File: config.mk
export PLATFORM = sky130hd
export DESIGN_NAME = cu_fsm_pcseq
export DESIGN_NICKNAME = d
export VERILOG_FILES = /design/src/rtl/cu_fsm_pcseq.sv
export SDC_FILE = /design/constraint.sdc
export NUM_CORES = 1
export LEC_CHECK = 0
export BUFFER_PORTS_ARGS = -buffer_cell sky130_fd_sc_hd__buf_2
export CAP_MARGIN = 20
export CORE_AREA = 3 3 40 42
export CTS_CLUSTER_SIZE = 20
export DETAILED_ROUTE_END_ITERATION = 6
export DIE_AREA = 0 0 43 45
export HOLD_SLACK_MARGIN = 0.05
export PLACE_DENSITY = 0.57
export REMOVE_ABC_BUFFERS = 1
export SYNTH_ARGS = -nofsm -noshare
export SYNTH_HDL_FRONTEND = slang
export SYNTH_SLANG_ARGS = --single-unit
File: constraint.sdc
create_clock -name i_clk -period 1.3 [get_ports i_clk]
set_input_delay 0.065 -clock i_clk [delete_from_list [all_inputs] [get_ports i_clk]]
set_output_delay 0.065 -clock i_clk [all_outputs]
set_load 0.02 [all_outputs]
File: src/rtl/cu_fsm_pcseq.sv
// Multicycle control FSM for the RV32I core: sequences fetch, execute, load
// writeback and interrupt entry, and drives next-PC select plus datapath enables.
module cu_fsm_pcseq #(
  parameter bit INTR_EN = 1'b1
) (
  input  logic       i_clk,
  input  logic       i_rst,
  input  logic [6:0] i_opcode,
  input  logic [2:0] i_func3,
  input  logic       i_br_eq,
  input  logic       i_br_lt,
  input  logic       i_br_ltu,
  input  logic       i_intr,
  input  logic       i_mie,
  output logic       o_pc_rst,
  output logic       o_pc_write,
  output logic [2:0] o_pc_sel,
  output logic       o_reg_write,
  output logic       o_mem_rden1,
  output logic       o_mem_rden2,
  output logic       o_mem_we2,
  output logic       o_csr_we,
  output logic       o_int_taken,
  output logic       o_mret_exec
);

  localparam int unsigned OPC_W = 7;
  localparam int unsigned F3_W  = 3;
  localparam int unsigned SEL_W = 3;

  localparam logic [OPC_W-1:0] OPC_OP     = 7'b0110011;
  localparam logic [OPC_W-1:0] OPC_OP_IMM = 7'b0010011;
  localparam logic [OPC_W-1:0] OPC_LUI    = 7'b0110111;
  localparam logic [OPC_W-1:0] OPC_AUIPC  = 7'b0010111;
  localparam logic [OPC_W-1:0] OPC_LOAD   = 7'b0000011;
  localparam logic [OPC_W-1:0] OPC_STORE  = 7'b0100011;
  localparam logic [OPC_W-1:0] OPC_BRANCH = 7'b1100011;
  localparam logic [OPC_W-1:0] OPC_JAL    = 7'b1101111;
  localparam logic [OPC_W-1:0] OPC_JALR   = 7'b1100111;
  localparam logic [OPC_W-1:0] OPC_SYSTEM = 7'b1110011;

  localparam logic [SEL_W-1:0] SEL_PC4    = 3'b000;
  localparam logic [SEL_W-1:0] SEL_JALR   = 3'b001;
  localparam logic [SEL_W-1:0] SEL_BRANCH = 3'b010;
  localparam logic [SEL_W-1:0] SEL_JAL    = 3'b011;
  localparam logic [SEL_W-1:0] SEL_MTVEC  = 3'b100;
  localparam logic [SEL_W-1:0] SEL_MEPC   = 3'b101;

  typedef enum logic [2:0] {
    S_INIT  = 3'd0,
    S_FETCH = 3'd1,
    S_EXEC  = 3'd2,
    S_WB    = 3'd3,
    S_INTR  = 3'd4
  } state_t;

  state_t r_state;
  state_t w_state_nxt;
  logic   w_intr_pend;
  logic   w_br_taken;

  assign w_intr_pend = INTR_EN & i_intr & i_mie;

  // State register; reset wins even mid-instruction.
  always_ff @(posedge i_clk) begin
    if (i_rst) begin
      r_state <= S_INIT;
    end else begin
      r_state <= w_state_nxt;
    end
  end

  // Branch condition from func3; reserved encodings are never taken.
  always_comb begin
    w_br_taken = 1'b0;
    case (i_func3)
      F3_W'(3'b000): w_br_taken = i_br_eq;
      F3_W'(3'b001): w_br_taken = ~i_br_eq;
      F3_W'(3'b100): w_br_taken = i_br_lt;
      F3_W'(3'b101): w_br_taken = ~i_br_lt;
      F3_W'(3'b110): w_br_taken = i_br_ltu;
      F3_W'(3'b111): w_br_taken = ~i_br_ltu;
      default:       w_br_taken = 1'b0;
    endcase
  end

  // Next state and Mealy outputs.
  always_comb begin
    w_state_nxt = r_state;
    o_pc_rst    = 1'b0;
    o_pc_write  = 1'b0;
    o_pc_sel    = SEL_PC4;
    o_reg_write = 1'b0;
    o_mem_rden1 = 1'b0;
    o_mem_rden2 = 1'b0;
    o_mem_we2   = 1'b0;
    o_csr_we    = 1'b0;
    o_int_taken = 1'b0;
    o_mret_exec = 1'b0;

    case (r_state)
      S_INIT: begin
        o_pc_rst    = 1'b1;
        w_state_nxt = S_FETCH;
      end

      S_FETCH: begin
        o_mem_rden1 = 1'b1;
        w_state_nxt = S_EXEC;
      end

      S_EXEC: begin
        w_state_nxt = w_intr_pend ? S_INTR : S_FETCH;
        o_pc_write  = 1'b1;
        case (i_opcode)
          OPC_OP, OPC_OP_IMM, OPC_LUI, OPC_AUIPC: begin
            o_reg_write = 1'b1;
          end
          OPC_LOAD: begin
            // Interrupt is deferred to WB so the load completes first.
            o_pc_write  = 1'b0;
            o_mem_rden2 = 1'b1;
            w_state_nxt = S_WB;
          end
          OPC_STORE: begin
            o_mem_we2 = 1'b1;
          end
          OPC_BRANCH: begin
            o_pc_sel = w_br_taken ? SEL_BRANCH : SEL_PC4;
          end
          OPC_JAL: begin
            o_reg_write = 1'b1;
            o_pc_sel    = SEL_JAL;
          end
          OPC_JALR: begin
            o_reg_write = 1'b1;
            o_pc_sel    = SEL_JALR;
          end
          OPC_SYSTEM: begin
            if (i_func3 == F3_W'(3'b000)) begin
              o_mret_exec = 1'b1;
              o_pc_sel    = SEL_MEPC;
            end else begin
              o_reg_write = 1'b1;
              o_csr_we    = 1'b1;
            end
          end
          default: begin
          end
        endcase
      end

      S_WB: begin
        o_reg_write = 1'b1;
        o_pc_write  = 1'b1;
        w_state_nxt = w_intr_pend ? S_INTR : S_FETCH;
      end

      S_INTR: begin
        o_int_taken = 1'b1;
        o_pc_write  = 1'b1;
        o_pc_sel    = SEL_MTVEC;
        w_state_nxt = S_FETCH;
      end

      default: begin
        w_state_nxt = S_INIT;
      end
    endcase
  end

endmodule

# [Word level (Yosys, flattened, before mapping)]
# Index checks and enable logic that the tools add are counted.
[op_classes] n_eq_ne=19 muxes=25 bitwise=4 n_reduce_logical=5
[ops] cell="equality test 7 bit, second input constant" n=4
[ops] cell="one-hot mux 3 bit (4 select lines)" n=2
[ops] cell="equality test 7 x 6 -> 1 bit, second input constant" n=3
[ops] cell="equality test 3 bit, second input constant" n=5
[ops] cell="equality test 7 x 5 -> 1 bit, second input constant" n=2
[ops] cell="2-to-1 mux 1 bit" n=14
[ops] cell="2-to-1 mux 3 bit" n=3
[ops] cell="equality test 7 x 2 -> 1 bit, second input constant" n=1
[ops] cell="equality test 3 x 1 -> 1 bit, second input constant" n=2
[ops] cell="equality test 3 x 2 -> 1 bit, second input constant" n=2
[ops] cell="zero test 3 bit" n=2
[ops] cell="one-hot mux 1 bit (2 select lines)" n=3
[ops] cell="one-hot mux 1 bit (6 select lines)" n=1
[ops] cell="one-hot mux 3 bit (2 select lines)" n=1
[ops] cell="OR reduction 6 bit" n=1
[ops] cell="OR reduction 2 bit" n=2
[ops] cell="inverter 1 bit" n=3
[ops] cell="2-to-1 mux 2 bit" n=1
[ops] cell="bitwise AND 1 bit" n=1
[totals] ff_bits=3 input_bits=17 out_inout_bits=12 elab_cells=54

# [Depth between registers and ports, before layout]
# Gate-level depths: netlist (run 1).
[logic_depth] word_depth=5 mapped_depth=4

# [Least setup slack after synthesis (run 1)]
# OpenSTA, ideal clock, no wires.
[synth_path] kind="reg2out" start="reg r_state[2]" end="out o_pc_sel[2]" t_arrival_ns=1.447 t_required_ns=1.235 setup_slack_ns=-0.212 path_stages_with_launch=5 path_buffers=0 cell_sequence="dfxtp_1 nand2b_1 nor3b_1 nand4_1 o21ai_0"
[synth_between] elab_chain_len=2 elab_cells_between_ends=3 cone_classes="eq/ne: 2; mux: 1"
[synth_rtl] item="from (decl)" line="57" rtl="state_t r_state;"
[synth_rtl] item="from (signal assigned)" line="69" rtl="r_state <= w_state_nxt;"
[synth_rtl] item="equality test 3 bit / equality test 3 x 2 -> 1 bit (equally long branches)" line="101" rtl="case (r_state)"
[synth_rtl] item="one-hot mux 3 bit (2 select lines) (*)" line="101"
[synth_rtl] item="to (decl)" line="17" rtl="output logic [2:0] o_pc_sel,"
# Mark *: on every way between the ends. The rest lies on a longest branch, timed or not.

# [Final worst setup path (run 1)]
[layout_path] start="reg r_state[2]" end="out o_pc_sel[1]"
# Same word-level chain as after synthesis.

==> flow_summary.yaml, run 1 <==
clocking:
  cts_max_path_buffers: 2
  cts_buffers: 3
  clk_pin_slew_ps: 40
  cts_sinks: 3
  clk_latency_ps: 230
  cts-root-buf: "clkbuf_4"
  cts_max_level: 1
  cts_tree: "yes"
worst_setup_path:
  crit_buf_inv: 2
  worst_setup_path_start_kind: "flop"
  critPathMaxStageDelay_ps: 310
  end_kind: "output port"
  cp_cell_sequence: "nand2b_4 -> nor3b_2 -> nand4_1 -> buf_6 -> a211oi_2 -> buf_4"
  worstPathMaxFanout: 5
  reg2reg_slack_ps: 150
  cp.arrival_ps: 1460
  worstSetupPathType: "reg -> out"
  critical_path.top_delay_family: "simple AND/OR/NAND/NOR gates"
  required_ps: 1240
  cp_slowest_cell: "dfxtp_2"
finish:
  drive_above_1_share_pct: 61.7
  syn_to_final_growth_pct: 125
  largest_reg_flops: 3
  nNetsFinal: 112
  finalInstanceArea_um2: 749
  top_regs: "r_state: 3 flops"
  final_util_pct: 58.3
  antenna_cells: 0
  largest-register: "r_state"
die:
  initial_core_util_pct: 25.9
  coreArea_um2: 1280
  die_y_um: 45
  die_area_um2: 1940
  pin_count: 29
  num_rows: 13
  fp.dieW_um: 43
routing:
  detail_route.vias_per_cell: 4.87
  drtIter0Drc: 4
  totalWireLength_um: 1240
  drcViolationCount: 0
  num_vias: 531
  first_pass_iters: 3
  ant_nets: 0
  avgRoutedWirePerCell_um: 11.4
synthesis:
  synth_warnings: 0
  netlist_area_um2: 333
  synthTopCellsByCount: "nand2_1 (5), nor2_1 (5), a21oi_1 (4), o21ai_0 (4)"
  synth_top_cell_by_area: "dfxtp_1"
  yosys-top-cells-area: "dfxtp_1 (18%), nor3b_1 (6.8%), a21oi_1 (6.0%)"
  synth_seq_cells: 3
  synth_cells: 49
  synthFlopType: "dfxtp_1"
  async_flop_share_pct: 0
  netlist-cell-type-count: 23
  avgSynthCellArea_um2: 6.79
  synth.top_cell.area_share_pct: 18.0
  synth_edf_count: 0
  seq_area_frac_synth_pct: 18.0
sta:
  fin_setup_tns_ps: -1100
  hold_ws_ps: 102
  min_period_ps: 1520
  finalHoldViolCount: 0
  worstMarginPinSlew_ps: 334
  setup_violations: 6
  skew_ps: 1.38
  fmax_mhz: 656
  slew_viol_final: 0
  maxSlewHeadroom_pct: 77.5
  period_share_pct: 117
  rsz0062_at_grt: "yes"
  fin_ws_ps: -224
run_status:
  run_status: "complete, but fails checks"
  failed_checks: "setup timing"
global_route:
  grt_pass1_wl_um: 2010
  antenna_found_initial: 0
  grt_max_degree: 7
  grt_overflow: 0
  grt_pass1_vias: 496
  grt_usage_pct: 13.4
power:
  ir_drop_uv: 502
  leakage_nw: 0.345
  power_density_nw_per_um2: 613
placement:
  post-place-ws_ps: -86.9
  io_buffers: 28
  hpwlAfterDp_um: 891
  placed_area_um2: 544
  gp_congestion: 0.726
min_path:
  hp-class: "in -> reg"
run:
  max_cap_violations: 0
final timing paths:
check,startpoint,end,cells past startpoint
min reg2reg,r_state[0]$_SDFF_PP0_,r_state[0]$_SDFF_PP0_,3
max,r_state[2]$_SDFF_PP0_,o_pc_sel[1],6
max reg2reg,r_state[0]$_SDFF_PP0_,r_state[2]$_SDFF_PP0_,5
min,i_mie,r_state[2]$_SDFF_PP0_,3
worst min-delay path: cells and delay by family:
| kind | cells | cell delay, ps |
|---|---|---|
| buffers and inverters | 1 | 100 |
| and+or+nand+nor | 2 | 120 |
power by group:
part | switching, W | internal, W | leakage (nW)
Combinational | 0.0000902 | 0.000104 | 0.304
Clock | 0.0000444 | 0.000115 | 0.0150
Sequential | 0.00000591 | 0.000101 | 0.0258
through the flow:
step                power [W]  cells
floorplan            0.000174     49
finish               0.000460    109
global placement     0.000244     99
global route         0.000495    109
detailed placement   0.000246     99
CTS                  0.000438    106
cell type report:
cell class	instances	area, um^2
flip-flops and latches	3	63.8
clock buffers	4	26.3
repair buffers	41	302
well taps	15	18.8
inverters	2	7.51
fillers	116	536
multi-input cells	44	332
layer usage:
metal	track usage [%]	up-vias	wire length (um)
met5	0	-	0
met4	4.82	0	11
met3	4.78	2	107
met2	26.0	22	670
met1	12.9	237	455
li1	-	270	-
kinds of logic after synthesis:
kind of cell           after synthesis  synth area share (%)
AND/OR/NAND/NOR                     30                  51.5
XOR/XNOR                             3                  7.90
flip-flops                           3                  18.0
AO/OA/AOI/OAI                       11                  20.3
buffers and inverters                2                  2.26
repair_timing:
action / in CTS / in global routing
setup buffers: 2 / 4
pin swaps: 5 / 7
resized for setup: 23 / 17
hold buffers: 1 / 0
cloned: 0 / 0
endpoints found under the setup margin: 10 / 12
endpoints found under the hold margin: 3 / 0
cells in the final DEF (no fill, tap or decap), types with 2 or more instances in the layout:
cell type / instances
a21oi_1: 4
buf_2: 17
buf_4: 14
buf_6: 9
clkbuf_4: 3
dfxtp_2: 3
inv_1: 2
nand2_1: 5
nand3b_1: 2
nor2_1: 5
nor2b_4: 2
nor3_1: 2
nor3b_2: 2
o21ai_1: 2
xor2_1: 2
Note: power is estimated with default switching activity, not from simulation.
==> run 2: changes to the inputs <==
--- a/config.mk
+++ b/config.mk
@@ -12,8 +12,7 @@
 export DETAILED_ROUTE_END_ITERATION = 6
 export DIE_AREA = 0 0 43 45
 export HOLD_SLACK_MARGIN = 0.05
-export PLACE_DENSITY = 0.57
-export REMOVE_ABC_BUFFERS = 1
+export PLACE_DENSITY_LB_ADDON = 0.08
 export SYNTH_ARGS = -nofsm -noshare
 export SYNTH_HDL_FRONTEND = slang
 export SYNTH_SLANG_ARGS = --single-unit
==> run 2 against run 1 <==
The run still ends with setup timing left; clock power up 4%; worst setup slack better by 22 ps; die area unchanged; non-clock buffer count unchanged; critical endpoint unchanged.
==> flow_summary.yaml, run 2 (same netlist as run 1, synthesis figures left out) <==
sta:
  period_share_pct: 116
  skew_ps: 2.16
  fmax_mhz: 666
  maxSlewHeadroom_pct: 79.2
  rsz0062_at_grt: "yes"
  fin_ws_ps: -202
  finalHoldViolCount: 0
  fin_setup_tns_ps: -1070
  setup_violations: 7
  min_period_ps: 1500
  slew_viol_final: 0
  worstMarginPinSlew_ps: 309
worst_setup_path:
  critPathMaxStageDelay_ps: 300
  cp_cell_sequence: "nand2b_4 -> nor3b_4 -> nand4_1 -> buf_6 -> a211oi_4 -> buf_6"
  cp.arrival_ps: 1440
  end_kind: "output port"
  required_ps: 1240
  worstSetupPathType: "reg -> out"
  worstPathMaxFanout: 6
  worst_setup_path_start_kind: "flop"
  cp_slowest_cell: "dfxtp_1"
  critPathMostFrequentCell: "buf_6"
finish:
  largest-register: "r_state"
  fillers: 127
  mostFrequentLayoutCell: "buf_2"
  antenna_cells: 0
  largest_reg_flops: 3
  final_cell_mix: "buf_2 (20), buf_4 (15), nand2_1 (5), buf_6 (5), nor2_1 (4)"
  drive_above_1_share_pct: 57.4
  nNetsFinal: 112
  top_regs: "r_state: 3 flops"
  syn_to_final_growth_pct: 116
die:
  initial_core_util_pct: 25.9
  coreArea_um2: 1280
  fp.dieW_um: 43
  die_y_um: 45
  num_rows: 13
  pin_count: 29
  die_area_um2: 1940
clocking:
  cts_max_path_buffers: 2
  cts-root-buf: "clkbuf_4"
  clk_latency_ps: 230
  clk_pin_slew_ps: 40
  cts_sinks: 3
  cts_tree: "yes"
  cts_max_level: 1
  cts_buffers: 3
placement:
  io_buffers: 28
  hpwlAfterDp_um: 953
  gp_congestion: 0.719
power:
  power_density_nw_per_um2: 655
  ir_drop_uv: 582
  p_total_w: 0.000472
  leakage_nw: 0.336
global_route:
  antenna_found_initial: 0
  grt_usage_pct: 12.3
  grt_pass1_wl_um: 1870
  grt_overflow: 0
  grt_pass1_vias: 479
  grt_max_degree: 7
routing:
  first_pass_iters: 4
  totalWireLength_um: 1250
  ant_nets: 0
  drcViolationCount: 0
  drtIter0Drc: 2
  detail_route.vias_per_cell: 4.75
  avgRoutedWirePerCell_um: 11.4
  num_vias: 518
run_status:
  run_status: "complete, but fails checks"
  failed_checks: "setup timing"
min_path:
  hp-class: "in -> reg"
run:
  max_cap_violations: 0
synthesis:
  synth_nets: 66
-- run 2: cell counts in the layout (fill, tap and decap cells not counted) --
No cell type changed its count.
-- run 2: critical path: cells and delay by family, from the launching register on --
kind	cells	cell delay [ps]
compound gates	1	150
buf+inv	2	310
flops	1	300
simple gates	3	440
-- run 2: routing by layer --
| layer | vias to the layer above | track usage [%] | wire length (um) |
|---|---|---|---|
| met5 | - | 0 | 0 |
| met2 | 13 | 25.1 | 689 |
| li1 | 263 | - | - |
| met4 | 0 | 3.61 | 19 |
| met1 | 240 | 13.9 | 482 |
| met3 | 2 | 0 | 55 |
-- run 2: what timing repair did --
action / 4_1_cts / 5_1_grt
gates resized for setup: 16 / 9
hold endpoints to repair: 3 / 0
setup buffers: 1 / 0
hold buffers: 1 / 0
pin swaps: 6 / 6
endpoints found under the setup margin: 9 / 11
-- run 2: power breakdown --
part	total, W	switching [W]	internal, W
logic	0.000198	0.0000959	0.000102
registers	0.000108	0.00000787	0.000100
clock network	0.000166	0.0000507	0.000115
-- run 2: area by class of cell --
class	count	area [um^2]	area share, %
Inverter	2	7.51	1.04
Sequential cell	3	65.1	9.04
Clock buffer	4	26.3	3.65
Tap cell	15	18.8	2.61
Timing Repair Buffer	41	279	38.8
Multi-Input combinational cell	44	323	44.9
-- run 2: stage by stage --
step                hold slack (ps)  utilization, %  area [um^2]  cells  worst slack (ps)
global placement                266            46.3          594    103             -92.3
CTS                             103            53.3          684    109              -231
floorplan                       134               -          353     49             -51.2
global route                    134            56.0          719    109              -258
detailed placement              264            46.3          594    103              -101
finish                          130            56.0          719    109              -202
-- run 2: path summary, 6_finish.rpt --
| check | startpoint | to | slack, ps | depth (start not counted) |
|---|---|---|---|---|
| min reg2reg | r_state[1]$_SDFF_PP0_ | r_state[2]$_SDFF_PP0_ | 620 | 3 |
| max reg2reg | r_state[0]$_SDFF_PP0_ | r_state[0]$_SDFF_PP0_ | 130 | 5 |
| max | r_state[2]$_SDFF_PP0_ | o_pc_sel[1] | -200 | 6 |
| min | i_mie | r_state[2]$_SDFF_PP0_ | 130 | 3 |
==> run 3: changes to the inputs <==
==> constraint.sdc (replaced) <==
create_clock -name i_clk -period 1.3 [get_ports i_clk]
set_input_delay 0 -clock i_clk [delete_from_list [all_inputs] [get_ports i_clk]]
set_output_delay 0 -clock i_clk [all_outputs]
set_load 0.02 [all_outputs]
==> run 3 against run 2 <==
Power decreased by 10%; maximum frequency rose by 4.4%; the flow still finishes with violations (setup timing); non-clock buffer count fell by 3; critical path depth unchanged; clock skew is 2.0 ps higher; sequential power hardly changed; sequential cell count unchanged; worst setup slack improved by 63 ps; highest routed layer is now met3; worst hold slack improved by 5.2 ps; largest power group is now the clock network; design area is 9.6% lower; sequential share of layout area up 0.76 points; critical path type unchanged; critical endpoint unchanged; combinational power down 23%.
==> flow_summary.yaml, run 3 (same netlist as run 1, synthesis figures left out) <==
run_status:
  run_status: "complete, but fails checks"
  failed_checks: "setup timing"
power:
  leakage_nw: 0.304
  p_switching_w: 0.000132
  ir_drop_uv: 729
  clock_power_share_pct: 38.0
  power_frac_comb_pct: 36.2
  power_density_nw_per_um2: 651
  p_int_w: 0.000291
  seqPwrFrac_pct: 25.9
  sw_frac_of_total_pct: 31.2
run:
  max_cap_violations: 0
clocking:
  cts_max_path_buffers: 2
  cts_max_level: 1
  cts_buffers: 3
  cts-root-buf: "clkbuf_4"
  clk_pin_slew_ps: 40
  cts_sinks: 3
  cts_tree: "yes"
  clk_latency_ps: 230
sta:
  slew_viol_final: 0
  min_period_ps: 1440
  maxSlewHeadroom_pct: 82.1
  setup_violations: 6
  fmax_mhz: 695
  period_share_pct: 111
  worstMarginPinSlew_ps: 267
  rsz0062_at_grt: "yes"
  fin_ws_ps: -139
  finalHoldViolCount: 0
  skew_ps: 4.19
  hold_ws_ps: 136
finish:
  antenna_cells: 0
  final_util_pct: 50.6
  multiInputGateArea_um2: 297
  syn_to_final_growth_pct: 95.5
  largest_reg_flops: 3
  nNetsFinal: 109
  largest-register: "r_state"
  drive_above_1_share_pct: 53.8
  top_regs: "r_state: 3 flops"
  mostFrequentLayoutCell: "buf_2"
  finalInstanceArea_um2: 651
  fillers: 137
  register_area_um2: 63.8
  final_cell_mix: "buf_2 (22), buf_4 (13), nor2_1 (5), nand2_1 (5)"
placement:
  gp_congestion: 0.785
  placed_area_um2: 529
  hpwlAfterDp_um: 893
  io_buffers: 28
  post-place-ws_ps: -25.1
worst_setup_path:
  cp.arrival_ps: 1440
  required_ps: 1300
  worstPathMaxFanout: 6
  end_kind: "output port"
  worstSetupPathType: "reg -> out"
  worst_setup_path_start_kind: "flop"
routing:
  totalWireLength_um: 1130
  first_pass_iters: 4
  drtIter0Drc: 4
  num_vias: 498
  avgRoutedWirePerCell_um: 10.7
  ant_nets: 0
  drcViolationCount: 0
  detail_route.vias_per_cell: 4.70
synthesis:
  synth_nets: 66
min_path:
  hp-class: "in -> reg"
die:
  num_rows: 13
  pin_count: 29
  die_area_um2: 1940
  coreArea_um2: 1280
  initial_core_util_pct: 25.9
  die_y_um: 45
  fp.dieW_um: 43
global_route:
  grt_overflow: 0
  grt_pass1_vias: 436
  grt_max_degree: 7
  grt_usage_pct: 12.4
  grt_pass1_wl_um: 1870
  antenna_found_initial: 0
[run 3: changes by cell type in the layout (fill, tap and decap cells not counted), moves of 2 or more]
cell and delta:
dlygate4sd3_1 +2, buf_4 -2, nor4_2 +2, dfxtp_2 +2, buf_6 -5, buf_2 +2
[run 3: layer usage]
metal  track usage, %  wire (um)
met5                0          0
met4             1.81          0
met3             4.78        116
met2             19.5        545
met1             16.6        469
[run 3: power groups by stage]
stage,clock network (W),registers (W),logic [W]
finish,0.000161,0.000110,0.000153
global route,0.000180,0.000111,0.000169
CTS,0.000169,0.000108,0.000148
detailed placement,0,0.000106,0.000137
global placement,0,0.000106,0.000136
floorplan,0,0.000107,0.0000671
[run 3: worst max-delay path, cell delays in order, from the launching register on]
cell      delay (ps)
dfxtp_2          310
nand2b_4         140
nor3b_4          190
nand4_1          110
buf_4            170
a211oi_2         140
buf_4            170
[run 3: cell type report]
class | instances | share of cell area (%)
multi-input cells | 44 | 45.6
flip-flops and latches | 3 | 9.81
well taps | 15 | 2.88
inverters | 2 | 1.15
clock buffers | 4 | 4.04
repair buffers | 38 | 36.5
[run 3: worst paths after layout]
check,startpoint,end,slack [ps],cells past startpoint
worst max-delay path,r_state[2]$_SDFF_PP0_,o_pc_sel[1],-140,6
worst min-delay path,i_intr,r_state[0]$_SDFF_PP0_,140,4
worst max register to register,r_state[0]$_SDFF_PP0_,r_state[0]$_SDFF_PP0_,150,5
worst min register to register,r_state[1]$_SDFF_PP0_,r_state[2]$_SDFF_PP0_,580,3
[run 3: per-stage QoR]
step	power [W]	TNS [ps]	instances
3_3_place_gp	0.000243	0	97
5_1_grt	0.000460	-1170	106
3_5_place_dp	0.000244	-61.3	97
6_report	0.000424	-575	106
4_1_cts	0.000426	-935	104
2_1_floorplan	0.000174	-294	49
[run 3: timing repair]
item                       CTS  global route
pin swaps                    3             1
resized for setup            9             8
hold endpoints to repair     3             0
setup endpoints to repair    6             9
hold buffers                 3             0
setup buffers                0             2
